<file path="src/rtl/mm_pkg.sv">
`default_nettype none
// +----------------------------------------------------------------------------+
// | mm_pkg : shared types, block-count helper and BRAM image offsets           |
// | Revision: 1.0                                                              |
// +----------------------------------------------------------------------------+
package mm_pkg;

  typedef enum logic [2:0] {
    IDLE  = 3'd0,
    LOAD  = 3'd1,
    KICK  = 3'd2,
    WAIT  = 3'd3,
    STORE = 3'd4
  } mm_ctrl_state_t;

  function automatic int num_blocks(input int width);
    return (width + 1) / 17 + 1;
  endfunction

  localparam int DEFAULT_WIDTH = 256;
  localparam int DEFAULT_S     = num_blocks(DEFAULT_WIDTH);

  // Word offsets inside the BRAM operand image; the result lands on top of p'_0/p.
  localparam int OFS_PPRIME = 0;
  localparam int OFS_P      = 1;
  localparam int OFS_A      = OFS_P + DEFAULT_S;
  localparam int OFS_B      = OFS_P + 2 * DEFAULT_S;
  localparam int OFS_RES    = 0;

  function automatic int ofs_a(input int s);
    return OFS_P + s;
  endfunction

  function automatic int ofs_b(input int s);
    return OFS_P + 2 * s;
  endfunction

endpackage
`default_nettype wire

</file>
<file path="src/rtl/mm_bram_ctrl.sv">
`default_nettype none
// +----------------------------------------------------------------------------+
// | mm_bram_ctrl : loads operands from BRAM, kicks FIOS, stores result back    |
// | Revision: 1.0                                                              |
// +----------------------------------------------------------------------------+
module mm_bram_ctrl
  import mm_pkg::*;
#(
  parameter int  WIDTH = 256,
  localparam int S     = num_blocks(WIDTH)
) (
  input  logic            clock_i,
  input  logic            reset_i,
  input  logic            start_i,
  output logic            done_o,
  output logic            bram_en_o,
  output logic [3:0]      bram_we_o,
  output logic [31:0]     bram_addr_o,
  output logic [31:0]     bram_din_o,
  input  logic [31:0]     bram_dout_i,
  output logic [16:0]     p_prime_0_o,
  output logic [S*17-1:0] p_o,
  output logic [S*17-1:0] a_o,
  output logic [S*17-1:0] b_o,
  output logic            fios_start_o,
  input  logic            fios_done_i,
  input  logic [S*17-1:0] fios_res_i
);

  localparam int A0      = ofs_a(S);
  localparam int B0      = ofs_b(S);
  localparam int LAST_RD = 3 * S;
  localparam int CW      = $clog2(3 * S + 2) + 1;

  mm_ctrl_state_t  state, state_nx;
  logic [CW-1:0]   idx;
  logic            cap_vld;
  logic [CW-1:0]   cap_idx;
  logic [S*17-1:0] res_q;
  logic            unused_dout_hi;

  assign unused_dout_hi = ^bram_dout_i[31:17];

  always_ff @(posedge clock_i or posedge reset_i) begin
    if (reset_i) state <= IDLE;
    else         state <= state_nx;
  end

  always_comb begin
    state_nx     = state;
    bram_en_o    = 1'b0;
    bram_we_o    = 4'h0;
    bram_addr_o  = '0;
    bram_din_o   = '0;
    fios_start_o = 1'b0;
    unique case (state)
      IDLE: if (start_i) state_nx = LOAD;
      LOAD: begin
        // The final LOAD cycle issues no read; it only drains the capture stage.
        if (idx <= CW'(LAST_RD)) begin
          bram_en_o   = 1'b1;
          bram_addr_o = 32'(idx) << 2;
        end
        if (idx == CW'(LAST_RD + 1)) state_nx = KICK;
      end
      KICK: begin
        fios_start_o = 1'b1;
        state_nx     = WAIT;
      end
      WAIT: if (fios_done_i) state_nx = STORE;
      STORE: begin
        bram_en_o   = 1'b1;
        bram_we_o   = 4'hF;
        bram_addr_o = (32'(OFS_RES) + 32'(idx)) << 2;
        bram_din_o  = {15'b0, res_q[17*idx +: 17]};
        if (idx == CW'(S - 1)) state_nx = IDLE;
      end
      default: state_nx = IDLE;
    endcase
  end

  always_ff @(posedge clock_i or posedge reset_i) begin
    if (reset_i) begin
      idx         <= '0;
      cap_vld     <= 1'b0;
      cap_idx     <= '0;
      p_prime_0_o <= '0;
      p_o         <= '0;
      a_o         <= '0;
      b_o         <= '0;
      res_q       <= '0;
      done_o      <= 1'b0;
    end else begin
      cap_vld <= (state == LOAD) && (idx <= CW'(LAST_RD));
      cap_idx <= idx;
      case (state)
        IDLE: begin
          if (start_i) begin
            done_o <= 1'b0;
            idx    <= '0;
          end
        end
        LOAD:  idx <= (idx == CW'(LAST_RD + 1)) ? '0 : idx + CW'(1);
        WAIT: begin
          if (fios_done_i) begin
            res_q <= fios_res_i;
            idx   <= '0;
          end
        end
        STORE: begin
          idx <= idx + CW'(1);
          if (idx == CW'(S - 1)) done_o <= 1'b1;
        end
        default: ;
      endcase
      // Read data arrives one cycle after its address; route it by the delayed index.
      if (cap_vld) begin
        if (cap_idx == CW'(OFS_PPRIME)) p_prime_0_o <= bram_dout_i[16:0];
        for (int i = 0; i < S; i++) begin
          if (cap_idx == CW'(OFS_P + i)) p_o[17*i +: 17] <= bram_dout_i[16:0];
          if (cap_idx == CW'(A0 + i))    a_o[17*i +: 17] <= bram_dout_i[16:0];
          if (cap_idx == CW'(B0 + i))    b_o[17*i +: 17] <= bram_dout_i[16:0];
        end
      end
    end
  end

endmodule
`default_nettype wire

</file>
<file path="config.mk">
export PLATFORM = sky130hd
export DESIGN_NAME = mm_bram_ctrl
export DESIGN_NICKNAME = d
export VERILOG_FILES = /design/src/rtl/mm_pkg.sv /design/src/rtl/mm_bram_ctrl.sv
export SDC_FILE = /design/constraint.sdc
export NUM_CORES = 2
export LEC_CHECK = 0
export CORE_AREA = 2 2 475 477
export CTS_CLUSTER_DIAMETER = 30
export DETAILED_ROUTE_END_ITERATION = 16
export DIE_AREA = 0 0 477 479
export HOLD_SLACK_MARGIN = 0.12
export PLACE_DENSITY = 0.38
export SYNTH_ARGS = -nofsm -noshare
export SYNTH_HDL_FRONTEND = slang
export SYNTH_SLANG_ARGS = --single-unit
</file>
<file path="constraint.sdc">
create_clock -name clock_i -period 42.2 [get_ports clock_i]
set_clock_uncertainty 0.05 [all_clocks]
set_input_delay 6.33 -clock clock_i [delete_from_list [all_inputs] [get_ports clock_i]]
set_output_delay 6.33 -clock clock_i [all_outputs]
set_load 0.02 [all_outputs]
</file>
# Word level (Yosys, flattened, before mapping)
# Cells that the tools add are included.
[word_totals] latch_bits=0 out_inout_bits=904 ramBits=0 inputBits=308 word_cells=194 n_memories=0 regBits=1124 rom_bits=0
[classes] mux=19 add_sub_neg=1 div_mod_pow=0 mul=1 reduce_logical=58 shift=1 eq_ne=58 n_bitwise=0 magnitude_cmp=1
[ops] cell="variable part select 272 x 13 -> 17 bit" count=1
[ops] cell="equality test 7 x 6 -> 1 bit, second input constant" count=18
[ops] cell="equality test 7 x 5 -> 1 bit, second input constant" count=16
[ops] cell="AND reduction 2 bit" count=50
[ops] cell="equality test 7 x 4 -> 1 bit, second input constant" count=9
[ops] cell="equality test 7 x 3 -> 1 bit, second input constant" count=4
[ops] cell="one-hot mux 7 bit (4 select lines)" count=1
[ops] cell="two-way mux 7 bit" count=3
[ops] cell="one-hot mux 9 bit (2 select lines)" count=1
[ops] cell="two-way mux 17 bit" count=1
[ops] cell="one-hot mux 3 bit (5 select lines)" count=1
[ops] cell="equality test 7 x 2 -> 1 bit, second input constant" count=2
[ops] cell="multiplier 5 x 7 -> 12 bit, first input constant" count=1
[ops] cell="two-way mux 3 bit" count=4
[ops] cell="two-way mux 9 bit" count=1
[ops] cell="adder 7 x 1 -> 7 bit, second input constant" count=1
[ops] cell="equality test 7 x 1 -> 1 bit, second input constant" count=1
[ops] cell="less-or-equal comparator 7 x 6 -> 1 bit, second input constant" count=1
[ops] cell="zero test 7 bit" count=1
[ops] cell="equality test 3 x 2 -> 1 bit, second input constant" count=2
[ops] cell="!= test 2 bit, second input constant" count=3
[ops] cell="AND reduction 3 bit" count=2
[ops] cell="two-way mux 1 bit" count=4
[ops] cell="two-way mux 4 bit" count=1
[ops] cell="other kinds (9)" count=10

# Depth between registers and ports, before layout
[depth] depth_word=3 mapped_depth=9 mapped_depth_nobuf=6

# Least setup slack after synthesis
# No wires, ideal clock.
[synth_timing] path_type="register to output" startpoint="register idx[0]" endpoint="output bram_addr_o[2]" setup_slack_ns=32.924 required_time_ns=35.820 stages_incl_launch_ff=9 arrival_ns=2.896 n_path_buf=2 cell_sequence="dfrtp_1 > inv_2 > buf_1 > clkbuf_1 > ha_1 > or3b_2 > a211o_1 > a21oi_1 > and2_1"
[synth_via] elab_chain_cells=3
[synth_lines] item="from (decl)" line="mm_bram_ctrl.sv:36" source="logic [CW-1:0] idx;"
[synth_lines] item="from (signal assigned)" line="mm_bram_ctrl.sv:103" source="LOAD: idx <= (idx == CW'(LAST_RD + 1)) ? '0 : idx + CW'(1);"
[synth_lines] item="from (signal assigned)" line="mm_bram_ctrl.sv:111" source="idx <= idx + CW'(1);"
[synth_lines] item="less-or-equal comparator 7 x 6 -> 1 bit" line="mm_bram_ctrl.sv:60" source="if (idx <= CW'(LAST_RD)) begin"
[synth_lines] item="two-way mux 9 bit" line="mm_bram_ctrl.sv:60"
[synth_lines] item="one-hot mux 9 bit (2 select lines) (*)" line="mm_bram_ctrl.sv:56" source="unique case (state)"
[synth_lines] item="to (decl)" line="mm_bram_ctrl.sv:18" source="output logic [31:0] bram_addr_o,"
# Every way passes the cells marked *; elsewhere a longest branch is shown, timed or not.

# Worst setup path after layout
[layout_timing] startpoint="register idx[1]" endpoint="output bram_din_o[10]"
[layout_via] elab_chain_cells=3
[layout_lines] item="multiplier 5 x 7 -> 12 bit" line="mm_bram_ctrl.sv:75" source="bram_din_o = {15'b0, res_q[17*idx +: 17]};"
[layout_lines] item="variable part select 272 x 13 -> 17 bit" line="mm_bram_ctrl.sv:75"
[layout_lines] item="two-way mux 17 bit" line="mm_bram_ctrl.sv:56"
[layout_lines] item="to (decl)" line="mm_bram_ctrl.sv:19" source="output logic [31:0] bram_din_o,"
# No other way between the ends.

==> metrics <==
largest net degree at the start of global routing 132; initial antenna violation count 91; gpl congestion 0.745; row count 174; kind of critical path flip-flop to output pin; slew at the pin closest to its max-slew limit 1.20 ns; multi-input logic area 0.0156 mm2; GRT overflow 0; clock network latency to the later pin of the worst-skew pair 0.90 ns; WHS 0.429 ns; drt wl/cell 27.0 um; top cells by area, synth dfrtp_1 63%, mux2_2 28%, mux4_2 3.4%; Ports 1212; die width 477 um; area share of the largest cell type after synthesis 0.627; Final Hold Viols 0; worst vdd ir 38.9 uV; CTS tree done; DR vias 30248; # Max-Cap Violations 0; period utilization 0.267; # fillers 22416; Crit. End Element output pin; Setup violations, final 0; post-synthesis register bit count 1124; Cells after Synth 2787; clock root buffer clkbuf_16; CORE AREA 0.224 mm2; Pleak 31.3 nW; hpwl dp 140 mm; Slew Limit Headroom 0.201; initial core utilization 0.201; min Tclk post-route 11.25 ns; die area 0.228 mm2; vias in the first global route 32483; TritonCTS Buffers 378; Synth Warn # 0; Post-CTS Hold Buffers 0; status finished clean; Antenna Violating Nets Remaining 0; critical path fanouts, max 29; WL final 202 mm; Startpoint Class flip-flop; RSZ-0062 raised after global routing no; area leader, netlist dfrtp_1; nets@finish 4481; TNS Setup 0 ns; number of synthesized flops with an enable pin 0; first-pass GRT wire length 276 mm; mean post-synth cell area 16.1 um2; sequential fraction of the synthesis area 0.627; Synth cell types 49; achievable frequency 88.9 MHz; worst endpoint required time 35.82 ns; clock buffer depth 4; 1st-iter DRT viols 1223; All-Layer GR Usage 0.173; prevailing post-synth register cell dfrtp_1; ys async rst share 1.00; vias per inst 4.06; DRC viols 0; area growth from synthesis to layout 60.0%; clock sinks 1124; hold crit path type flip-flop to flip-flop; Crit path arrival time 4.87 ns; DRT Pass-1 Iters 4; Power Total 6.83 mW; Worst-path clk slew 0.04 ns; P per Cell Area 95.1 mW/mm2; H-tree depth 5; Post-Synthesis Cell Area 0.0449 mm2; share of layout cells above drive strength 1 0.422; Seq. cell area 0.0281 mm2; cells resized by post-CTS repair 0; Port Buf Inserts 1156; die height 479 um; max-slew violations 0; post-CTS setup buffer count 0
## cell usage after synthesis, types with 3 or more instances
master	n
dfrtp_1	1124
mux2_2	1106
clkbuf_1	109
buf_2	74
mux4_2	68
buf_4	62
nand2_1	54
nand2_2	21
nand3_1	20
nand4_1	19
mux2_1	16
nor2_1	16
nor2_4	13
and2_1	10
nor3_2	7
nand2b_1	6
a21oi_1	5
inv_1	5
buf_1	4
or2_1	4
and3_1	3
ha_1	3
nor3_1	3
nor4_1	3
## final cells by class
type | count | share of cell area
sequential | 1124 | 0.392
multi-input combinational | 1447 | 0.218
timing repair buffer | 1213 | 0.166
clock buffer | 569 | 0.157
tap | 2992 | 0.0521
clock inverter | 91 | 0.0139
antenna | 17 | 0.000592
inverter | 6 | 0.000418
## metrics by stage
stage / worst slack, ns / instance area (um2) / cells / utilization
2_1_floorplan: 4.17 / 45000 / 2826 / -
3_3_place_gp: 30.10 / 59500 / 6782 / 0.266
3_5_place_dp: 30.15 / 59500 / 6782 / 0.266
4_1_cts: 30.60 / 71800 / 7442 / 0.321
5_1_grt: 30.55 / 71800 / 7442 / 0.321
6_report: 30.95 / 71800 / 7459 / 0.321
## registers in the layout (all words and copies together), names as in the netlist
| name | cells |
|---|---|
| a_o | 272 |
| b_o | 272 |
| cap_idx | 7 |
| cap_vld | 1 |
| done_o | 1 |
| idx | 7 |
| p_o | 272 |
| p_prime_0_o | 17 |
| res_q | 272 |
| state | 3 |
## report_power, final
group | switching, mW | internal, mW
Combinational | 1.18 | 1.13
Sequential | 0.281 | 1.58
Clock | 0.750 | 1.91
## worst max-delay path, cell delays in order, from the launching register on
cell	delay, ns
dfrtp_4	0.76
buf_4	0.53
buf_4	0.64
mux4_2	0.61
mux2_2	0.35
nand2_1	0.13
nand3_1	0.20
clkdlybuf4s50_1	0.68
## cell families (layout without fill, tap and decap cells)
family / after synthesis / count (layout) / share of synthesized area
muxes: 1190 / 1190 / 0.316
xor gates and xnor gates: 3 / 3 / 0.000585
and+or+nand+nor: 193 / 193 / 0.0249
other: 1 / 57 / 0.0000835
AOI/OAI and AO/OA: 18 / 18 / 0.00295
buffers and inverters: 255 / 1879 / 0.0286
adders and majority gates: 3 / 3 / 0.000836
DFF: 1124 / 1124 / 0.627
## worst paths after layout
| check | from | end | slack [ns] | depth (start not counted) |
|---|---|---|---|---|
| max | idx[1]$_DFFE_PP0P_ | bram_din_o[10] | 30.95 | 7 |
| min | b_o[172]$_DFFE_PP0P_ | b_o[172]$_DFFE_PP0P_ | 0.43 | 1 |
| min reg2reg | b_o[172]$_DFFE_PP0P_ | b_o[172]$_DFFE_PP0P_ | 0.43 | 1 |
| min in group asynchronous | reset_i | p_o[63]$_DFFE_PP0P_ | 5.90 | 2 |
| max reg2reg | state[2]$_DFFE_PP0P_ | res_q[115]$_DFFE_PP0P_ | 38.20 | 5 |
| max in group asynchronous | reset_i | p_o[170]$_DFFE_PP0P_ | 31.50 | 7 |
## layer usage
layer | up-vias | share of wire | global-route usage
met4 | 132 | 0.024 | 0.0521
met3 | 411 | 0.11 | 0.0866
met1 | 15640 | 0.37 | 0.188
met5 | - | 0.0042 | 0
li1 | 12821 | - | -
met2 | 1244 | 0.49 | 0.293
## cells in the final DEF (no fill, tap or decap), types with 4 or more instances in the layout
cell type / count
or2_1: 4
mux2_2: 1106
clkbuf_8: 105
nor2_1: 16
clkbuf_1: 82
buf_2: 11
nor2_4: 13
bufinv_16: 17
mux2_1: 16
nand2_2: 22
diode_2: 17
inv_1: 4
mux4_2: 68
nand4_1: 19
inv_6: 5
nand2b_1: 6
nand3_1: 20
clkbuf_16: 382
buf_4: 62
a21oi_1: 5
conb_1: 40
dfrtp_1: 1122
nand2_1: 53
clkdlybuf4s50_1: 1139
nor3_2: 7
clkinv_2: 62
and2_1: 10
Power figures use the tool's default switching activity.
